[src/rtl/alarm_defs.sv]
`default_nettype none
// ============================================================================
//  Package     : alarm_defs
//  Description : Shared FSM state encoding and alarm source indices for the
//                household alarm scheduler.
//  Revision    : 1.0 - initial release
// ============================================================================
package alarm_defs;

    // Scheduler FSM states
    typedef enum logic [1:0] {
        IDLE     = 2'd0,
        SEND     = 2'd1,
        SOUND    = 2'd2,
        WAIT_ACK = 2'd3
    } state_t;

    // Alarm source indices; a lower index means a higher priority
    localparam int SRC_FIRE  = 0;
    localparam int SRC_DOOR  = 1;
    localparam int SRC_WATER = 2;
    localparam int SRC_RAIN  = 3;
    localparam int SRC_WIN0  = 4;
    localparam int SRC_WIN1  = 5;
    localparam int SRC_WIN2  = 6;
    localparam int SRC_WIN3  = 7;

endpackage : alarm_defs
`default_nettype wire

[src/rtl/alarm_prio_enc.sv]
`default_nettype none
// ============================================================================
//  Module      : alarm_prio_enc
//  Description : Lowest-index-first priority encoder. idx is the lowest set
//                bit of req; any flags that at least one bit is set.
//  Revision    : 1.0 - initial release
// ============================================================================
module alarm_prio_enc #(
    parameter int N_SRC  = 8,
    parameter int CODE_W = 3
) (
    input  logic [N_SRC-1:0]  req,
    output logic [CODE_W-1:0] idx,
    output logic              any
);

    // Scan from the top down so the lowest set index is the last one written
    always_comb begin
        idx = '0;
        any = 1'b0;
        for (int i = N_SRC - 1; i >= 0; i--) begin
            if (req[i]) begin
                idx = CODE_W'(i);
                any = 1'b1;
            end
        end
    end

endmodule : alarm_prio_enc
`default_nettype wire

[src/rtl/alarm_scheduler.sv]
`default_nettype none
// ============================================================================
//  Module      : alarm_scheduler
//  Description : Shares one notifier channel and siren among N_SRC alarm
//                sources. Rising edges of unmasked alarms set sticky pending
//                bits, which are served lowest index first: notify, sound the
//                siren for HOLD_CYCLES, then hold the siren until user ack.
//                Higher-priority arrivals preempt; masking the served source
//                aborts service.
//  Revision    : 1.0 - initial release
// ============================================================================
module alarm_scheduler
    import alarm_defs::*;
#(
    parameter int N_SRC       = 8,
    parameter int HOLD_CYCLES = 16,
    parameter int CODE_W      = 3
) (
    input  logic              clk,
    input  logic              reset,
    input  logic [N_SRC-1:0]  alarm_in,
    input  logic [N_SRC-1:0]  mask,
    input  logic              ack,
    input  logic              notif_ready,
    output logic              notif_valid,
    output logic [CODE_W-1:0] notif_code,
    output logic              siren,
    output logic [N_SRC-1:0]  pending,
    output logic              busy
);

    localparam int                C_HC_W      = (HOLD_CYCLES > 1) ? $clog2(HOLD_CYCLES) : 1;
    localparam logic [C_HC_W-1:0] C_HOLD_INIT = C_HC_W'(HOLD_CYCLES - 1);

    // Registered state
    state_t              r_state;
    logic [N_SRC-1:0]    r_pending;
    logic [N_SRC-1:0]    r_alarm_d;
    logic [CODE_W-1:0]   r_cur;
    logic                r_notif_valid;
    logic                r_siren;
    logic [C_HC_W-1:0]   r_hold_cnt;

    // Next-state values
    state_t              w_state_nx;
    logic [CODE_W-1:0]   w_cur_nx;
    logic                w_valid_nx;
    logic                w_siren_nx;
    logic [C_HC_W-1:0]   w_hold_nx;

    // Capture / selection helpers
    logic [N_SRC-1:0]    w_rise;
    logic [N_SRC-1:0]    w_cur_onehot;
    logic [N_SRC-1:0]    w_lower;
    logic [N_SRC-1:0]    w_clr;
    logic [N_SRC-1:0]    w_pending_nx;
    logic                w_cur_masked;
    logic                w_ack_take;
    logic [CODE_W-1:0]   w_sel_idx;
    logic                w_sel_any;
    logic [CODE_W-1:0]   w_pre_idx;
    logic                w_pre_any;

    assign w_rise       = alarm_in & ~r_alarm_d & ~mask;
    assign w_cur_onehot = N_SRC'(1) << r_cur;
    assign w_cur_masked = |(mask & w_cur_onehot);

    // Bits strictly below the source currently being served
    always_comb begin
        w_lower = '0;
        for (int i = 0; i < N_SRC; i++) begin
            w_lower[i] = (i < int'(r_cur));
        end
    end

    // Any pending source that outranks the current one triggers preemption
    alarm_prio_enc #(
        .N_SRC  (N_SRC),
        .CODE_W (CODE_W)
    ) u_pre_enc (
        .req (r_pending & w_lower),
        .idx (w_pre_idx),
        .any (w_pre_any)
    );

    // Ack only retires the served source when neither abort nor preempt wins
    assign w_ack_take = (r_state == WAIT_ACK) && ack && !w_cur_masked && !w_pre_any;
    assign w_clr      = w_ack_take ? w_cur_onehot : '0;

    // Selecting from pending with the acked bit removed lets the next source
    // be chosen in the very cycle the ack retires the current one
    alarm_prio_enc #(
        .N_SRC  (N_SRC),
        .CODE_W (CODE_W)
    ) u_sel_enc (
        .req (r_pending & ~w_clr),
        .idx (w_sel_idx),
        .any (w_sel_any)
    );

    // A new edge on the acked bit survives the clear, so it is served again
    assign w_pending_nx = ((r_pending & ~w_clr) | w_rise) & ~mask;

    // Next-state and output decode for the service FSM
    always_comb begin
        w_state_nx = r_state;
        w_cur_nx   = r_cur;
        w_valid_nx = r_notif_valid;
        w_siren_nx = r_siren;
        w_hold_nx  = r_hold_cnt;
        if ((r_state != IDLE) && w_cur_masked) begin
            // Served source was masked: drop everything, including a transfer
            w_state_nx = IDLE;
            w_valid_nx = 1'b0;
            w_siren_nx = 1'b0;
        end else begin
            case (r_state)
                IDLE: begin
                    if (w_sel_any) begin
                        w_state_nx = SEND;
                        w_cur_nx   = w_sel_idx;
                        w_valid_nx = 1'b1;
                        w_siren_nx = 1'b0;
                    end
                end
                SEND: begin
                    if (notif_ready) begin
                        w_state_nx = SOUND;
                        w_valid_nx = 1'b0;
                        w_siren_nx = 1'b1;
                        w_hold_nx  = C_HOLD_INIT;
                    end
                end
                SOUND, WAIT_ACK: begin
                    if (w_pre_any) begin
                        w_state_nx = SEND;
                        w_cur_nx   = w_pre_idx;
                        w_valid_nx = 1'b1;
                        w_siren_nx = 1'b0;
                    end else if (r_state == SOUND) begin
                        if (r_hold_cnt == '0) begin
                            w_state_nx = WAIT_ACK;
                        end else begin
                            w_hold_nx = r_hold_cnt - 1'b1;
                        end
                    end else if (ack) begin
                        w_siren_nx = 1'b0;
                        if (w_sel_any) begin
                            w_state_nx = SEND;
                            w_cur_nx   = w_sel_idx;
                            w_valid_nx = 1'b1;
                        end else begin
                            w_state_nx = IDLE;
                        end
                    end
                end
                default: begin
                    w_state_nx = IDLE;
                    w_valid_nx = 1'b0;
                    w_siren_nx = 1'b0;
                end
            endcase
        end
    end

    // State, capture and output registers with asynchronous clear
    always_ff @(posedge clk or posedge reset) begin
        if (reset) begin
            r_state       <= IDLE;
            r_pending     <= '0;
            r_alarm_d     <= '0;
            r_cur         <= '0;
            r_notif_valid <= 1'b0;
            r_siren       <= 1'b0;
            r_hold_cnt    <= '0;
        end else begin
            r_state       <= w_state_nx;
            r_pending     <= w_pending_nx;
            r_alarm_d     <= alarm_in;
            r_cur         <= w_cur_nx;
            r_notif_valid <= w_valid_nx;
            r_siren       <= w_siren_nx;
            r_hold_cnt    <= w_hold_nx;
        end
    end

    assign notif_valid = r_notif_valid;
    assign notif_code  = r_cur;
    assign siren       = r_siren;
    assign pending     = r_pending;
    assign busy        = (r_state != IDLE);

endmodule : alarm_scheduler
`default_nettype wire
[config.mk]
export PLATFORM = sky130hd
export DESIGN_NAME = alarm_scheduler
export DESIGN_NICKNAME = d
export VERILOG_FILES = /design/src/rtl/alarm_defs.sv /design/src/rtl/alarm_prio_enc.sv /design/src/rtl/alarm_scheduler.sv
export SDC_FILE = /design/constraint.sdc
export NUM_CORES = 1
export LEC_CHECK = 0
export ABC_AREA = 1
export BUFFER_PORTS_ARGS = -buffer_cell sky130_fd_sc_hd__buf_2
export CAP_MARGIN = 10
export CORE_AREA = 4 4 69 64
export DETAILED_ROUTE_END_ITERATION = 7
export DIE_AREA = 0 0 73 68
export GPL_TIMING_DRIVEN = 0
export PLACE_DENSITY = 0.71
export SLEW_MARGIN = 20
export SYNTH_ARGS = -nofsm -noshare
export SYNTH_HDL_FRONTEND = slang
export SYNTH_HIERARCHICAL = 1
export SYNTH_SLANG_ARGS = --single-unit
[constraint.sdc]
create_clock -name clk -period 6.95 [get_ports clk]
set_input_delay 0.3475 -clock clk [delete_from_list [all_inputs] [get_ports clk]]
set_output_delay 0.3475 -clock clk [all_outputs]
set_load 0.01 [all_outputs]
# Word level (Yosys, flattened, before mapping)
# Cells that the tools add are included.
# Widths: inputs -> output; s select.
# classes
add_sub_neg	1
multipliers	0
n_div	0
magnitude_cmp	7
eq_ne	15
shifts	1
n_mux	66
bitwise_logic	11
reduce_logical	18
# ops
op	count
$mux 3	20
$and 8x8->8	5
$mux 1	29
$not 8->8	3
$mux 4	4
$mux 2	7
$reduce_and 4->1	3
$ne 5x5->1 const B	2
$lt 3x3->1 const A	3
$ne 3x3->1 const B	3
$and 8x7->8	1
$mux 8	1
$ne 2x2->1 const B	4
$ne 4x4->1 const B	2
$or 8x8->8	1
$pmux 4 s2	1
$reduce_or 8->1	1
$shl 1x3->8 const A	1
$lt 1x3->1 const A	2
$lt 2x3->1 const A	2
$pmux 1 s3	2
$pmux 2 s3	1
$pmux 3 s2	1
$reduce_and 6->1	1
12 further kinds	19
# word_totals
reg_bits	27
latchBits	0
ram_bits	0
romBits	0
inputBits	20
out_inout_bits	14
wordCells	126
memories	0

# Depth between registers and ports, before layout
# logic_depth
word_depth	29
depth_mapped	23
depth_no_buf	23

# Cells and area by module
# Netlist, hierarchy kept.
# by_module_without_submodules
module	instances	cells_each	area_each_um2	seq_area_each_um2
alarm_scheduler	1	209	1605.3	675.6
alarm_prio_enc	2	22	98.8	0.0

# Worst setup path before layout
# Ideal clock, no wire load.
# synth_timing
kind	reg-to-reg
from	register r_cur[2] (netlist: notif_code[2])
to	register r_state[1]
setup_ps	123
arrival_time_ps	2816
required_time_ps	6827
setup_slack_ps	4012
stages_incl_launch_ff	21
n_path_buf	2
synth_period_minus_slack_ps	2938
cell_sequence	dfrtp_1 > buf_6 > nand2_1 > nor3b_1 > or2_1 > nor3_2 > nand2_1 > nor3_2 > nand3_1 > nand2_1 > inv_1 > or2_1 > nor3_2 > nand2_1 > clkbuf_1 > nor2_1 > nor2_1 > nand2_1 > nand2_2 > nand2_1 > o21ai_1
# synth_via
elab_chain_len	24
elab_cells_between_ends	42
cone_classes	order compare: 7; eq/ne: 4; shift: 1; mux: 19; bitwise: 4; reduce/logical: 7
# synth_rtl
element	line_no	source
start, declared	alarm_scheduler.sv:39	logic [CODE_W-1:0] r_cur;
start signal, assigned	alarm_scheduler.sv:180	r_cur <= w_cur_nx;
$lt 3x3->1	alarm_scheduler.sv:72	w_lower[i] = (i < int'(r_cur));
$and 8x7->8 *	alarm_scheduler.sv:81	.req (r_pending & w_lower),
$mux 1 (6 in series)	alarm_prio_enc.sv:22	if (req[i]) begin
$mux 1 *	alarm_prio_enc.sv:22	
net w_pre_any	alarm_scheduler.sv:62	logic w_pre_any;
$logic_not 1->1 *	alarm_scheduler.sv:87	assign w_ack_take = (r_state == WAIT_ACK) && ack && !w_cur_masked && !w_pre_any;
$logic_and 1x1->1 *	alarm_scheduler.sv:87	
$mux 8 *	alarm_scheduler.sv:88	assign w_clr = w_ack_take ? w_cur_onehot : '0;
$not 8->8 *	alarm_scheduler.sv:96	.req (r_pending & ~w_clr),
$and 8x8->8 *	alarm_scheduler.sv:96	
$mux 1 (7 in series)	alarm_prio_enc.sv:22	
$mux 1 *	alarm_prio_enc.sv:22	
net w_sel_any	alarm_scheduler.sv:60	logic w_sel_any;
$ne 3x2->1 (no source line) *	-	
$reduce_and 4->1 (no source line) *	-	
end signal, assigned	alarm_scheduler.sv:177	r_state <= w_state_nx;
end, declared	alarm_scheduler.sv:36	state_t r_state;
# The timed path passes the listed nets; every way through them passes the cells marked *.
# A chain may end at the register's enable or synchronous reset.

# Worst setup path after layout
# layout_timing
from	register r_cur[2] (netlist: notif_code[2])
to	register r_cur[1] (netlist: notif_code[1])
# layout_via
elab_chain_len	27
elab_cells_between_ends	58
cone_classes	order compare: 7; eq/ne: 2; shift: 1; mux: 36; bitwise: 5; reduce/logical: 7
# layout_rtl
element	line_no	source
$lt 3x3->1	alarm_scheduler.sv:72	
$and 8x7->8 *	alarm_scheduler.sv:81	
$mux 1 (6 in series)	alarm_prio_enc.sv:22	
$mux 1 *	alarm_prio_enc.sv:22	
net w_pre_any	alarm_scheduler.sv:62	
$logic_not 1->1 *	alarm_scheduler.sv:87	
$logic_and 1x1->1 *	alarm_scheduler.sv:87	
$mux 8 *	alarm_scheduler.sv:88	
[... 2 more ...]	-	
$mux 1 (7 in series)	alarm_prio_enc.sv:22	
$mux 1 *	alarm_prio_enc.sv:22	
net w_sel_any	alarm_scheduler.sv:60	
$mux 3 *	alarm_scheduler.sv:119, alarm_scheduler.sv:148	
$mux 3	alarm_scheduler.sv:146	end else if (ack) begin
$mux 3	alarm_scheduler.sv:140	end else if (r_state == SOUND) begin
$mux 3	alarm_scheduler.sv:135	if (w_pre_any) begin
$pmux 3 s2 *	alarm_scheduler.sv:117	case (r_state)
# The timed path passes the listed nets; every way through them passes the cells marked *. The select of a mux whose other input is x is not followed.

==> flow_metrics.tcl <==
set metrics [dict create \
    outcome "finished clean" \
    ant_nets 0 \
    swShare 0.464 \
    peakVddDrop_mv 0.159 \
    fin_setup_tns_ps 0 \
    syn_inst 253 \
    dp_hpwl_mm 3.03 \
    die_w_um 73 \
    grt_max_degree 28 \
    grt_pass1_vias 1357 \
    crit_family "simple AND/OR/NAND/NOR gates" \
    cp.buffers_inverters 5 \
    yosys-top-cells-area "dfrtp_1, nand2_1, inv_1, nand3_1, a21oi_1" \
    grt_use_total 0.159 \
    path_depth 19 \
    slew_headroom 0.362 \
    yosys.area_share.simple 0.353 \
    muxShareOfSynthArea 0.0167 \
    tightest_slew_ps 951 \
    cts.sinks 27 \
    critPathSlowestCell "nor3_2" \
    setup-violations-final 0 \
    synth-adder-area-share 0.00694 \
    period_share 0.507 \
    synthArstFlopShare 1.00 \
    slew_violations 0 \
    critical_path_class "flop to flop" \
    cp-start-kind "flop" \
    die-area_sq_mm 0.00496 \
    ys_seq_elements 27 \
    power_frac_clock 0.130 \
    syn_avg_cell_area_sq_um 7.13 \
    htree_levels 1 \
    wl_per_cell_um 11.1 \
    cap_violations 0 \
    synth_cell_type_count 31 \
    cts-hold-fix-buffers 0 \
    p_leak_nw 1.15 \
    core_sq_mm 0.00370 \
    yosysTopAreaCell "dfrtp_1" \
    netlist_area_sq_mm 0.00180 \
    critPathMostFrequentCell "inv_1" \
    seq_power_share 0.324 \
    first_iter_violations 86 \
    initial_core_util 0.487 \
    first_pass_iters 4 \
    r2r_end "notif_code[1]" \
    synth-edff-count 0 \
    antenna_found_initial 0 \
    clk_latency_ps 270 \
    vias 1655 \
    drc 0 \
    synth_warnings 6 \
    synth_top_area_frac 0.375 \
    rr_worst_depth 19 \
    yosysSeqAreaShare 0.375 \
    r2r_start "notif_code[2]" \
    row_count 21 \
    powerDensity_mw_per_mm2 323 \
    cts-root-buf "clkbuf_8" \
    pre_cts_slack_ps 3490 \
    drt-vias-per-instance 4.91 \
    drive_gt1_frac 0.230 \
    dieHeight_um 68 \
    rsz0062_at_grt "false" \
    synth_compound_area_frac 0.110 \
    crit_chain "nor2_1 -> inv_1 -> nor2_1 -> nor2_1 -> inv_1 -> nand4_1 -> inv_1 -> nand2_1 -> nor3_2 -> nand3_1 -> nand2_1 -> inv_1 -> or2_1 -> nor3_2 -> nand2_1 -> clkbuf_1 -> o21ai_0 -> mux2i_1 -> o21ai_1" \
    arrival_ps 3720 \
    cts_buffer_depth 2 \
    n_antenna_cell 0 \
    cts.repair.resized 0 \
    path_max_fanout 9 \
    synth_top_family_by_area "simple AND/OR/NAND/NOR gates" \
    wirelength_mm 3.75 \
    port_buffers 33 \
    synth_top_cells_by_count "nand2_1, inv_1, dfrtp_1" \
    share_comb_of_total_power 0.546 \
    endpoint_kind "flop" \
    ys.flop_type "dfrtp_1" \
    finalCriticalPeriod_ps 3520 \
    max_freq_ghz 0.284 \
    grt_overflow 0 \
    hp-class "input pin to asynchronous set/reset pin" \
    fin_worst_skew_ps 3.07 \
    timing.reg2reg.setup_slack_ps 3430 \
    synth_xor_area_frac 0 \
    cts.clk_slew.worst_paths_ps 90 \
    area_delta_synth_final_pct 15.1 \
    cts_buffers 3 \
    crit_required_ps 7150 \
    fin_nets 313 \
    synth_most_common_cell "nand2_1" \
    tritoncts "built" \
    power.internal_w 0.000360 \
    ioPinCount 34 \
    post_cts_buffers 0 \
    max_stage_delay_ps 530 \
    finalHoldViolations 0 \
    gp_congestion 0.863 \
    p_switching_w 0.000311 \
    setup_ws_ps 3430 \
    grt_pass1_wl_mm 6.25 \
]
worst max path at each step:
stage,start,end,slack (ps)
after floorplan,notif_code[2],r_state[1],4010
after global placement,notif_code[2],notif_code[2],3570
after detailed placement,notif_code[2],notif_code[0],3490
after CTS,notif_code[2],notif_code[0],3450
after global routing,notif_code[2],notif_code[1],3120
final,notif_code[2],notif_code[1],3430
layer usage:
layer	wire [um]	vias up	GRT usage
li1	-	863	-
met1	1870	738	0.247
met2	1640	50	0.229
met3	227	4	0.0338
met4	18	0	0.0207
met5	0	-	0
power by group through the flow:
| stage | Sequential (W) | Combinational, W | Clock [W] |
|---|---|---|---|
| 6_report | 0.000217 | 0.000367 | 0.0000873 |
| 5_1_grt | 0.000223 | 0.000415 | 0.0000993 |
| 4_1_cts | 0.000218 | 0.000369 | 0.0000946 |
| 3_5_place_dp | 0.000221 | 0.000368 | 0 |
| 3_3_place_gp | 0.000220 | 0.000363 | 0 |
| 2_1_floorplan | 0.000222 | 0.000285 | 0 |
per-stage QoR:
stage / instance area (sq um) / util / total power (W) / cells / hold WS (ps)
after CTS: 2080 / 0.560 / 0.000681 / 337 / 177
after detailed placement: 2030 / 0.548 / 0.000588 / 333 / 470
after global routing: 2080 / 0.560 / 0.000737 / 337 / 175
after global placement: 2030 / 0.548 / 0.000583 / 333 / 466
final: 2080 / 0.560 / 0.000671 / 337 / 164
after floorplan: 1810 / - / 0.000507 / 254 / 379
layout by cell type, fill, tap and decap left out:
cell type  Yosys  final
nor2_1        17     17
nand2_2        4      4
o21a_4         1      1
nand4_1        7      7
nor2_4         4      4
ha_1           1      1
inv_2          4      4
o21ai_0        5      5
dfrtp_1       27     27
or2_1          3      3
nand2_4        3      3
clkinv_1       0      1
clkbuf_1       1      1
buf_6          2      2
mux2i_1        3      3
a21oi_1       14     14
clkinv_2       0      1
nor2_2         3      3
a31oi_1        2      2
nor3_1         5      5
nand3_1       17     17
o21ai_4        1      1
inv_1         51     50
o21ai_2        2      2
clkbuf_8       0      3
nor3b_1        2      2
o211ai_1       1      1
buf_4          1      1
buf_2          0     33
conb_1         1      2
inv_4          1      1
nand2_1       59     59
o21ai_1        7      7
nand3_2        1      1
nor3_2         3      3
kinds of logic after synthesis:
family | count (synthesis)
adders and majority gates | 1
and+or+nand+nor | 128
buffers and inverters | 60
DFF | 27
muxes | 3
AOI/OAI and AO/OA | 33
other | 1
final cells by class:
class / count / area, sq um
Buffer: 4 / 33.8
Fill cell: 370 / 1630
Multi-Input combinational cell: 167 / 885
Clock inverter: 1 / 5.00
Clock buffer: 3 / 41.3
Sequential cell: 27 / 676
Inverter: 56 / 213
Timing Repair Buffer: 33 / 165
Tap cell: 46 / 57.6
registers in the layout (all words and copies together) (netlist names):
register / flops
r_hold_cnt: 4
siren: 1
notif_valid: 1
r_state: 2
notif_code: 3
pending: 8
r_alarm_d: 8
Power figures use the tool's default switching activity.
